File: src/rtl/rr_port_allocator_if.sv
// Handshake bundle between the router datapath and the 5-port output allocator.
// Optional starve_o is present only when ALLOC_STARVE_MON_EN is defined.
interface rr_port_allocator_if #(
  parameter int CREDITS = 4
);
  localparam int CW = $clog2(CREDITS + 1);

  logic [4:0]      req_valid_i;
  logic [14:0]     req_dest_i;
  logic [4:0]      credit_inc_i;
  logic [4:0]      port_mask_i;
  logic [4:0]      port_enable_o;
  logic [14:0]     port_select_o;
  logic [4:0]      port_remove_o;
  logic [5*CW-1:0] credit_o;
  logic [1:0]      err_o;
`ifdef ALLOC_STARVE_MON_EN
  logic [4:0]      starve_o;
`endif

  // Allocator side
  modport slave (
    input  req_valid_i, req_dest_i, credit_inc_i, port_mask_i,
    output port_enable_o, port_select_o, port_remove_o, credit_o, err_o
`ifdef ALLOC_STARVE_MON_EN
    , output starve_o
`endif
  );

  // Router/driver side
  modport master (
    output req_valid_i, req_dest_i, credit_inc_i, port_mask_i,
    input  port_enable_o, port_select_o, port_remove_o, credit_o, err_o
`ifdef ALLOC_STARVE_MON_EN
    , input starve_o
`endif
  );
endinterface

File: src/rtl/rr_port_allocator.sv
// Credit-aware round-robin output-port allocator for a 5-port mesh router
// (N=0, S=1, E=2, W=3, L=4). Allocation is combinational (zero latency);
// pointers, credits and sticky errors are registered.
// Optional macro ALLOC_STARVE_MON_EN adds per-input starvation monitors.

// One output port: round-robin pick, pointer and downstream credit counter.
module rr_alloc_port #(
  parameter int CREDITS = 4,
  parameter int CW      = $clog2(CREDITS + 1)
) (
  input  logic          clk,
  input  logic          rst,
  input  logic          active_i,
  input  logic [4:0]    req_i,
  input  logic          mask_i,
  input  logic          inc_i,
  output logic          gnt_o,
  output logic [2:0]    win_o,
  output logic [CW-1:0] credit_o,
  output logic          ovf_o
);
  logic [2:0]    ptr_q, ptr_d;
  logic [CW-1:0] cred_q, cred_d;
  logic [3:0]    idx;
  logic          found;

  // Search ascending from ptr_q, wrapping 4->0; first requester wins.
  always_comb begin
    found = 1'b0;
    win_o = 3'd0;
    idx   = 4'd0;
    for (int k = 0; k < 5; k++) begin
      idx = {1'b0, ptr_q} + 4'(k);
      if (idx > 4'd4) idx = idx - 4'd5;
      if (!found && req_i[idx[2:0]]) begin
        found = 1'b1;
        win_o = idx[2:0];
      end
    end
    gnt_o = active_i && mask_i && (cred_q != '0) && found;
  end

  // Next pointer and credit; a grant never sees zero credit, so no underflow.
  always_comb begin
    ptr_d  = ptr_q;
    cred_d = cred_q;
    ovf_o  = 1'b0;
    if (gnt_o) ptr_d = (win_o == 3'd4) ? 3'd0 : win_o + 3'd1;
    case ({gnt_o, inc_i})
      2'b10: cred_d = cred_q - 1'b1;
      2'b01: begin
        if (cred_q == CW'(CREDITS)) ovf_o = 1'b1;
        else                        cred_d = cred_q + 1'b1;
      end
      default: cred_d = cred_q;
    endcase
  end

  // Pointer and credit state.
  always_ff @(posedge clk or posedge rst) begin
    if (rst) begin
      ptr_q  <= 3'd0;
      cred_q <= CW'(CREDITS);
    end else begin
      ptr_q  <= ptr_d;
      cred_q <= cred_d;
    end
  end

  assign credit_o = cred_q;
endmodule

module rr_port_allocator #(
  parameter int CREDITS = 4
`ifdef ALLOC_STARVE_MON_EN
  , parameter int STARVE_LIMIT = 16
`endif
) (
  input logic           clk,
  input logic           rst,
  rr_port_allocator_if.slave bus
);
  localparam int CW = $clog2(CREDITS + 1);

  logic                 active_q;
  logic [1:0]           err_q;
  logic [4:0][4:0]      req_m;   // [output][input]
  logic [4:0]           gnt;
  logic [4:0][2:0]      win;
  logic [4:0][CW-1:0]   cred;
  logic [4:0]           ovf;
  logic [14:0]          sel;
  logic [4:0]           rem;
  logic                 ill;

  // Outputs stay idle until the first clock edge after reset releases.
  always_ff @(posedge clk or posedge rst) begin
    if (rst) active_q <= 1'b0;
    else     active_q <= 1'b1;
  end

  // Request matrix; destinations above 4 match no output and are dropped here.
  always_comb begin
    req_m = '0;
    ill   = 1'b0;
    for (int i = 0; i < 5; i++) begin
      for (int j = 0; j < 5; j++)
        req_m[j][i] = bus.req_valid_i[i] && (bus.req_dest_i[3*i +: 3] == 3'(j));
      if (bus.req_valid_i[i] && bus.req_dest_i[3*i +: 3] > 3'd4) ill = 1'b1;
    end
  end

  for (genvar j = 0; j < 5; j++) begin : g_port
    rr_alloc_port #(.CREDITS(CREDITS), .CW(CW)) u_port (
      .clk      (clk),
      .rst      (rst),
      .active_i (active_q),
      .req_i    (req_m[j]),
      .mask_i   (bus.port_mask_i[j]),
      .inc_i    (bus.credit_inc_i[j]),
      .gnt_o    (gnt[j]),
      .win_o    (win[j]),
      .credit_o (cred[j]),
      .ovf_o    (ovf[j])
    );
  end

  // Crossbar select and FIFO pop; one destination per input means no double pop.
  always_comb begin
    sel = '1;
    rem = '0;
    for (int j = 0; j < 5; j++) begin
      if (gnt[j]) begin
        sel[3*j +: 3] = win[j];
        rem[win[j]]   = 1'b1;
      end
    end
  end

  // Sticky error flags, cleared only by reset.
  always_ff @(posedge clk or posedge rst) begin
    if (rst) err_q <= 2'b00;
    else     err_q <= err_q | {ill, |ovf};
  end

  assign bus.port_enable_o = gnt;
  assign bus.port_select_o = sel;
  assign bus.port_remove_o = rem;
  assign bus.credit_o      = cred;
  assign bus.err_o         = err_q;

`ifdef ALLOC_STARVE_MON_EN
  logic [4:0][7:0] stv_q;

  // Count cycles a valid head waits without a pop; saturate at 255.
  always_ff @(posedge clk or posedge rst) begin
    if (rst) stv_q <= '0;
    else begin
      for (int i = 0; i < 5; i++) begin
        if (!bus.req_valid_i[i] || rem[i]) stv_q[i] <= 8'd0;
        else if (stv_q[i] != 8'hFF)        stv_q[i] <= stv_q[i] + 8'd1;
      end
    end
  end

  // Starvation flags.
  always_comb begin
    bus.starve_o = '0;
    for (int i = 0; i < 5; i++) bus.starve_o[i] = (stv_q[i] >= 8'(STARVE_LIMIT));
  end
`endif
endmodule

File: src/flat_wrapper.sv
// flat-port wrapper written by rule: the top's interface ports become plain ports
module rr_port_allocator_flat 
#(
  parameter int CREDITS = 4

)
  (clk, rst, bus_req_valid_i, bus_req_dest_i, bus_credit_inc_i, bus_port_mask_i, bus_port_enable_o, bus_port_select_o, bus_port_remove_o, bus_credit_o, bus_err_o);
  rr_port_allocator_if #(.CREDITS(CREDITS)) bus_i ();
  input logic clk;
  input logic rst;
  input wire logic [$bits(bus_i.req_valid_i)-1:0] bus_req_valid_i;
  input wire logic [$bits(bus_i.req_dest_i)-1:0] bus_req_dest_i;
  input wire logic [$bits(bus_i.credit_inc_i)-1:0] bus_credit_inc_i;
  input wire logic [$bits(bus_i.port_mask_i)-1:0] bus_port_mask_i;
  output wire logic [$bits(bus_i.port_enable_o)-1:0] bus_port_enable_o;
  output wire logic [$bits(bus_i.port_select_o)-1:0] bus_port_select_o;
  output wire logic [$bits(bus_i.port_remove_o)-1:0] bus_port_remove_o;
  output wire logic [$bits(bus_i.credit_o)-1:0] bus_credit_o;
  output wire logic [$bits(bus_i.err_o)-1:0] bus_err_o;
  assign bus_i.req_valid_i = bus_req_valid_i;
  assign bus_i.req_dest_i = bus_req_dest_i;
  assign bus_i.credit_inc_i = bus_credit_inc_i;
  assign bus_i.port_mask_i = bus_port_mask_i;
  assign bus_port_enable_o = bus_i.port_enable_o;
  assign bus_port_select_o = bus_i.port_select_o;
  assign bus_port_remove_o = bus_i.port_remove_o;
  assign bus_credit_o = bus_i.credit_o;
  assign bus_err_o = bus_i.err_o;
  rr_port_allocator #(.CREDITS(CREDITS)) u_core (.clk(clk), .rst(rst), .bus(bus_i));
endmodule
File: config.mk
export PLATFORM = sky130hd
export DESIGN_NAME = rr_port_allocator_flat
export DESIGN_NICKNAME = d
export VERILOG_FILES = /design/src/rtl/rr_port_allocator_if.sv /design/src/rtl/rr_port_allocator.sv /design/src/flat_wrapper.sv
export SDC_FILE = /design/constraint.sdc
export NUM_CORES = 1
export LEC_CHECK = 0
export CAP_MARGIN = 30
export CELL_PAD_IN_SITES_DETAIL_PLACEMENT = 0
export CELL_PAD_IN_SITES_GLOBAL_PLACEMENT = 1
export CORE_MARGIN = 1.5
export CORE_UTILIZATION = 40
export DETAILED_ROUTE_END_ITERATION = 12
export PLACE_DENSITY = 0.72
export SETUP_SLACK_MARGIN = 0.05
export SLEW_MARGIN = 25
export SYNTH_ARGS = -nofsm -noshare
export SYNTH_HDL_FRONTEND = slang
export SYNTH_HIERARCHICAL = 1
export SYNTH_SLANG_ARGS = --single-unit
File: constraint.sdc
create_clock -name clk -period 5 [get_ports clk]
set_clock_uncertainty 0.2 [all_clocks]
set_input_delay 0.75 -clock clk [delete_from_list [all_inputs] [get_ports clk]]
set_output_delay 0.75 -clock clk [all_outputs]
set_load 0.05 [all_outputs]
==> out/results.tsv <==
metric	value	unit
nets@finish	1366	
met2 usage	40.5	%
Slowest cell on crit path	or4_4	
CP max FO	6	
hold path endpoint	u_core/bus.err_o[1]	
grt ovf	0	
Clk Latency, worst-skew pair	280	ps
CTS tree	done	
CP arrival	3990	ps
H-tree levels	2	
Critical R2R Launch	u_core/g_port[2].u_port/ptr_q[1]	
Final GP Congestion	0.920	
HP Start	u_core/bus.err_o[1]	
hpwl dp	21.1	mm
Seq cells post-synth	33	
post-route insts no fill	1525	
Critical Path Max Stage Delay	510	ps
GRT met3 Usage	1.74	%
critical-path cell list	inv_2, ha_4, ha_4, nor2b_4, o31a_4, o311ai_4, a221oi_4, buf_6, a211oi_4, nand2_2, o31ai_4, buf_6, nor3_4, or4_4, buf_8	
CP endpoint kind	primary output	
clock buffer depth	2	
Die X	147	um
fraction of layout cells with a size suffix above 1	37.3	%
Post-synth top flop	dfrtp_1	
CTS Hold Buffers Added	0	
diodes inserted	0	
WL final	28.0	mm
Initial DRC Count	649	
global-route wire length before repair	43.4	mm
fin worst setup slack	61.8	ps
Worst Path Buf+Inv	4	
Worst R2R End	u_core/g_port[2].u_port/credit_o[2]	
gr usage total	24.5	%
CTS sink cnt	33	
Num CTS Buffers	5	
CORE AREA	20300	um2
RSZ-0062 raised after global routing	yes	
Yosys warning total	6	
Synth top area share	11.3	%
Post-Syn Instances	1009	
R2R cell count	15	
MaxCap Viol Count	0	
Seq/Total Area, Yosys	10.0	%
syn_nets	1121	
DR vias/cell	5.84	
pre-CTS WS	-265	ps
WHS Path Cells	1	
clock-pin slew on the worst setup and hold paths	50	ps
Pre-antenna DRT Iters	5	
final hold viol count	0	
Synth Area per Inst	8.23	um2
Setup CP Type	reg -> out	
CP Launch Type	register	
Cell Rows	52	
clk root buf	clkbuf_16	
Netlist cell types	97	
met1 Resource Use GR	35.0	%
Hold Slack	273	ps
port bufs	73	
status	finished, final reports clean	
ys async rst share	100	%
Design Area, Final	11900	um2
initial cell density of the core	40.9	%
area of placed instances	10500	um2
Final period util	98.8	%
slew margin rel.	47.7	%
Slew @ Worst Pin	772	ps
delay-heaviest family, CP	compound AO/OA/AOI/OAI gates	
antenna violations before repair	0	
die area	21600	um2
Data required, critical path	4050	ps
slack of the worst reg-to-reg path	920	ps
Max Clock Freq	203	MHz
DR WL/cell	18.4	um
Min-Delay Path Class	reg -> reg	
die height	147	um
GR peak layer	met2	
Antenna Nets Post-Route	0	
vias in the first global route	8317	
Ports	74	
top cells by area, synth	ha_1 (11%), dfrtp_1 (8.4%), mux2i_1 (6.0%)	
Final min period	4940	ps
drc violations	0	
setup violators final	0	
EDFF count, synth	0	
total number of vias	8911	
area grow syn2layout	42.8	%
Slew Limit Fails	0	
area leader, netlist	ha_1	
Cells after DPL	1479	
largest net degree at the start of global routing	28	
Post-Syn Area	8310	um2
==> cells by family (layout without fill, tap and decap cells) <==
kind of cell               Yosys count  after routing  share of synthesized area (%)
AOI/OAI and AO/OA                  305            305                           28.9
xor gates and xnor gates            30             30                           3.16
adders and majority gates           80             80                           12.5
buffers and inverters              107            353                           7.44
DFF                                 33             33                           10.0
muxes                               66             66                           9.19
other                                1              1                         0.0451
and+or+nand+nor                    387            387                           28.7
==> sequential cells by signal, summed over array words and instances (netlist names) <==
| name | cells |
|---|---|
| u_core/bus.err_o | 2 |
| u_core/active_q | 1 |
| u_core/g_port.u_port/credit_o | 15 |
| u_core/g_port.u_port/ptr_q | 15 |
==> worst reg2reg max path, cell delays in order, from the launching register on <==
cell and delay, ps:
dfrtp_1 430, inv_1 100, ha_2 340, buf_4 200, mux2i_2 240, mux4_2 530, nand2_1 110, and2_1 170
buf_4 120, a41o_4 240, buf_4 180, nand2_1 110, fa_1 450, o211ai_1 120, nor3_1 70, nor4_1 370
==> per-stage QoR <==
step	TNS [ps]	utilization, %
finish	0	58.5
detailed placement	-1110	52.0
global placement	-873	52.0
CTS	0	54.2
global route	-22.1	58.5
floorplan	0	-
==> worst max path at each step <==
stage                                                 from  slack (ps)  cells after the start                   end
after global routing      u_core/g_port[4].u_port/ptr_q[1]         -20                     15  bus_port_remove_o[0]
final                     u_core/g_port[4].u_port/ptr_q[1]          60                     15  bus_port_remove_o[0]
after global placement                  bus_req_valid_i[0]        -220                     15  bus_port_remove_o[1]
after detailed placement                bus_req_valid_i[0]        -260                     15  bus_port_remove_o[1]
after floorplan           u_core/g_port[0].u_port/ptr_q[1]          20                     14  bus_port_remove_o[0]
after CTS                               bus_req_valid_i[3]          50                     16  bus_port_remove_o[1]
==> metal layers <==
layer  wire length, um  share of wire, %  vias up
met5                 0                 0        -
met2             13100                47      217
met1             13500                48     4282
met3              1010               3.6       33
li1                  -                 -     4379
met4               431               1.5        0
==> timing repair <==
action | 4_1_cts | 5_1_grt
gates resized for setup | 62 | 159
pin swaps | 15 | 48
setup endpoints to repair | 6 | 6
buffers inserted | 6 | 33
gates cloned | 0 | 0
==> cell usage after synthesis, types with 7 or more instances <==
cell,instances
ha_1,75
nand2_1,74
inv_1,57
mux2i_1,50
a21oi_1,49
nor2_1,46
o21ai_0,42
nand2b_1,34
dfrtp_1,28
nor3_1,27
xnor2_1,25
nand3_1,23
buf_6,17
nand4b_1,16
nor2b_1,16
o211ai_1,16
and2_1,14
o32ai_1,14
or3_1,14
o221ai_1,13
a2bb2oi_1,12
a211oi_1,11
nor4bb_1,11
nand4_1,10
nor4b_1,10
o22ai_1,10
o311ai_0,10
a31oi_1,9
buf_2,9
o21bai_1,9
or2_1,9
or4b_1,9
clkbuf_1,8
nor4_1,8
o311ai_1,8
a22oi_1,7
mux2_4,7
nor3b_1,7
o21ai_1,7
==> cell usage in the layout (no fill, tap or decap), types with 9 or more instances in the layout <==
| master | Yosys | routed |
|---|---|---|
| or3_1 | 14 | 14 |
| buf_12 | 3 | 23 |
| xnor2_1 | 25 | 25 |
| a21oi_1 | 49 | 44 |
| inv_1 | 57 | 52 |
| clkbuf_2 | 0 | 10 |
| dlymetal6s2s_1 | 0 | 9 |
| mux2i_1 | 50 | 48 |
| and2_1 | 14 | 13 |
| nand4_1 | 10 | 10 |
| buf_4 | 3 | 196 |
| or2_1 | 9 | 9 |
| nand2_1 | 74 | 70 |
| o21ai_0 | 42 | 36 |
| nor2_1 | 46 | 42 |
| nand2b_1 | 34 | 28 |
| ha_1 | 75 | 60 |
| nand3_1 | 23 | 23 |
| o311ai_1 | 8 | 10 |
| nand4b_1 | 16 | 16 |
| dfrtp_1 | 28 | 24 |
| nor3_1 | 27 | 22 |
| o21ai_1 | 7 | 9 |
| o221ai_1 | 13 | 10 |
| o211ai_1 | 16 | 16 |
| nor2b_1 | 16 | 14 |
| clkdlybuf4s50_1 | 0 | 28 |
==> final cells by class <==
| cell class | instances | area (um2) |
|---|---|---|
| clock buffers | 7 | 143 |
| clock inverters | 1 | 30.0 |
| fillers | 1873 | 8430 |
| inverters | 67 | 275 |
| multi-input cells | 869 | 7710 |
| flip-flops and latches | 33 | 837 |
| well taps | 270 | 338 |
| repair buffers | 278 | 2530 |
Power is not shown: default switching activity piles up to over one toggle a cycle in this logic, so the estimate is an artifact.
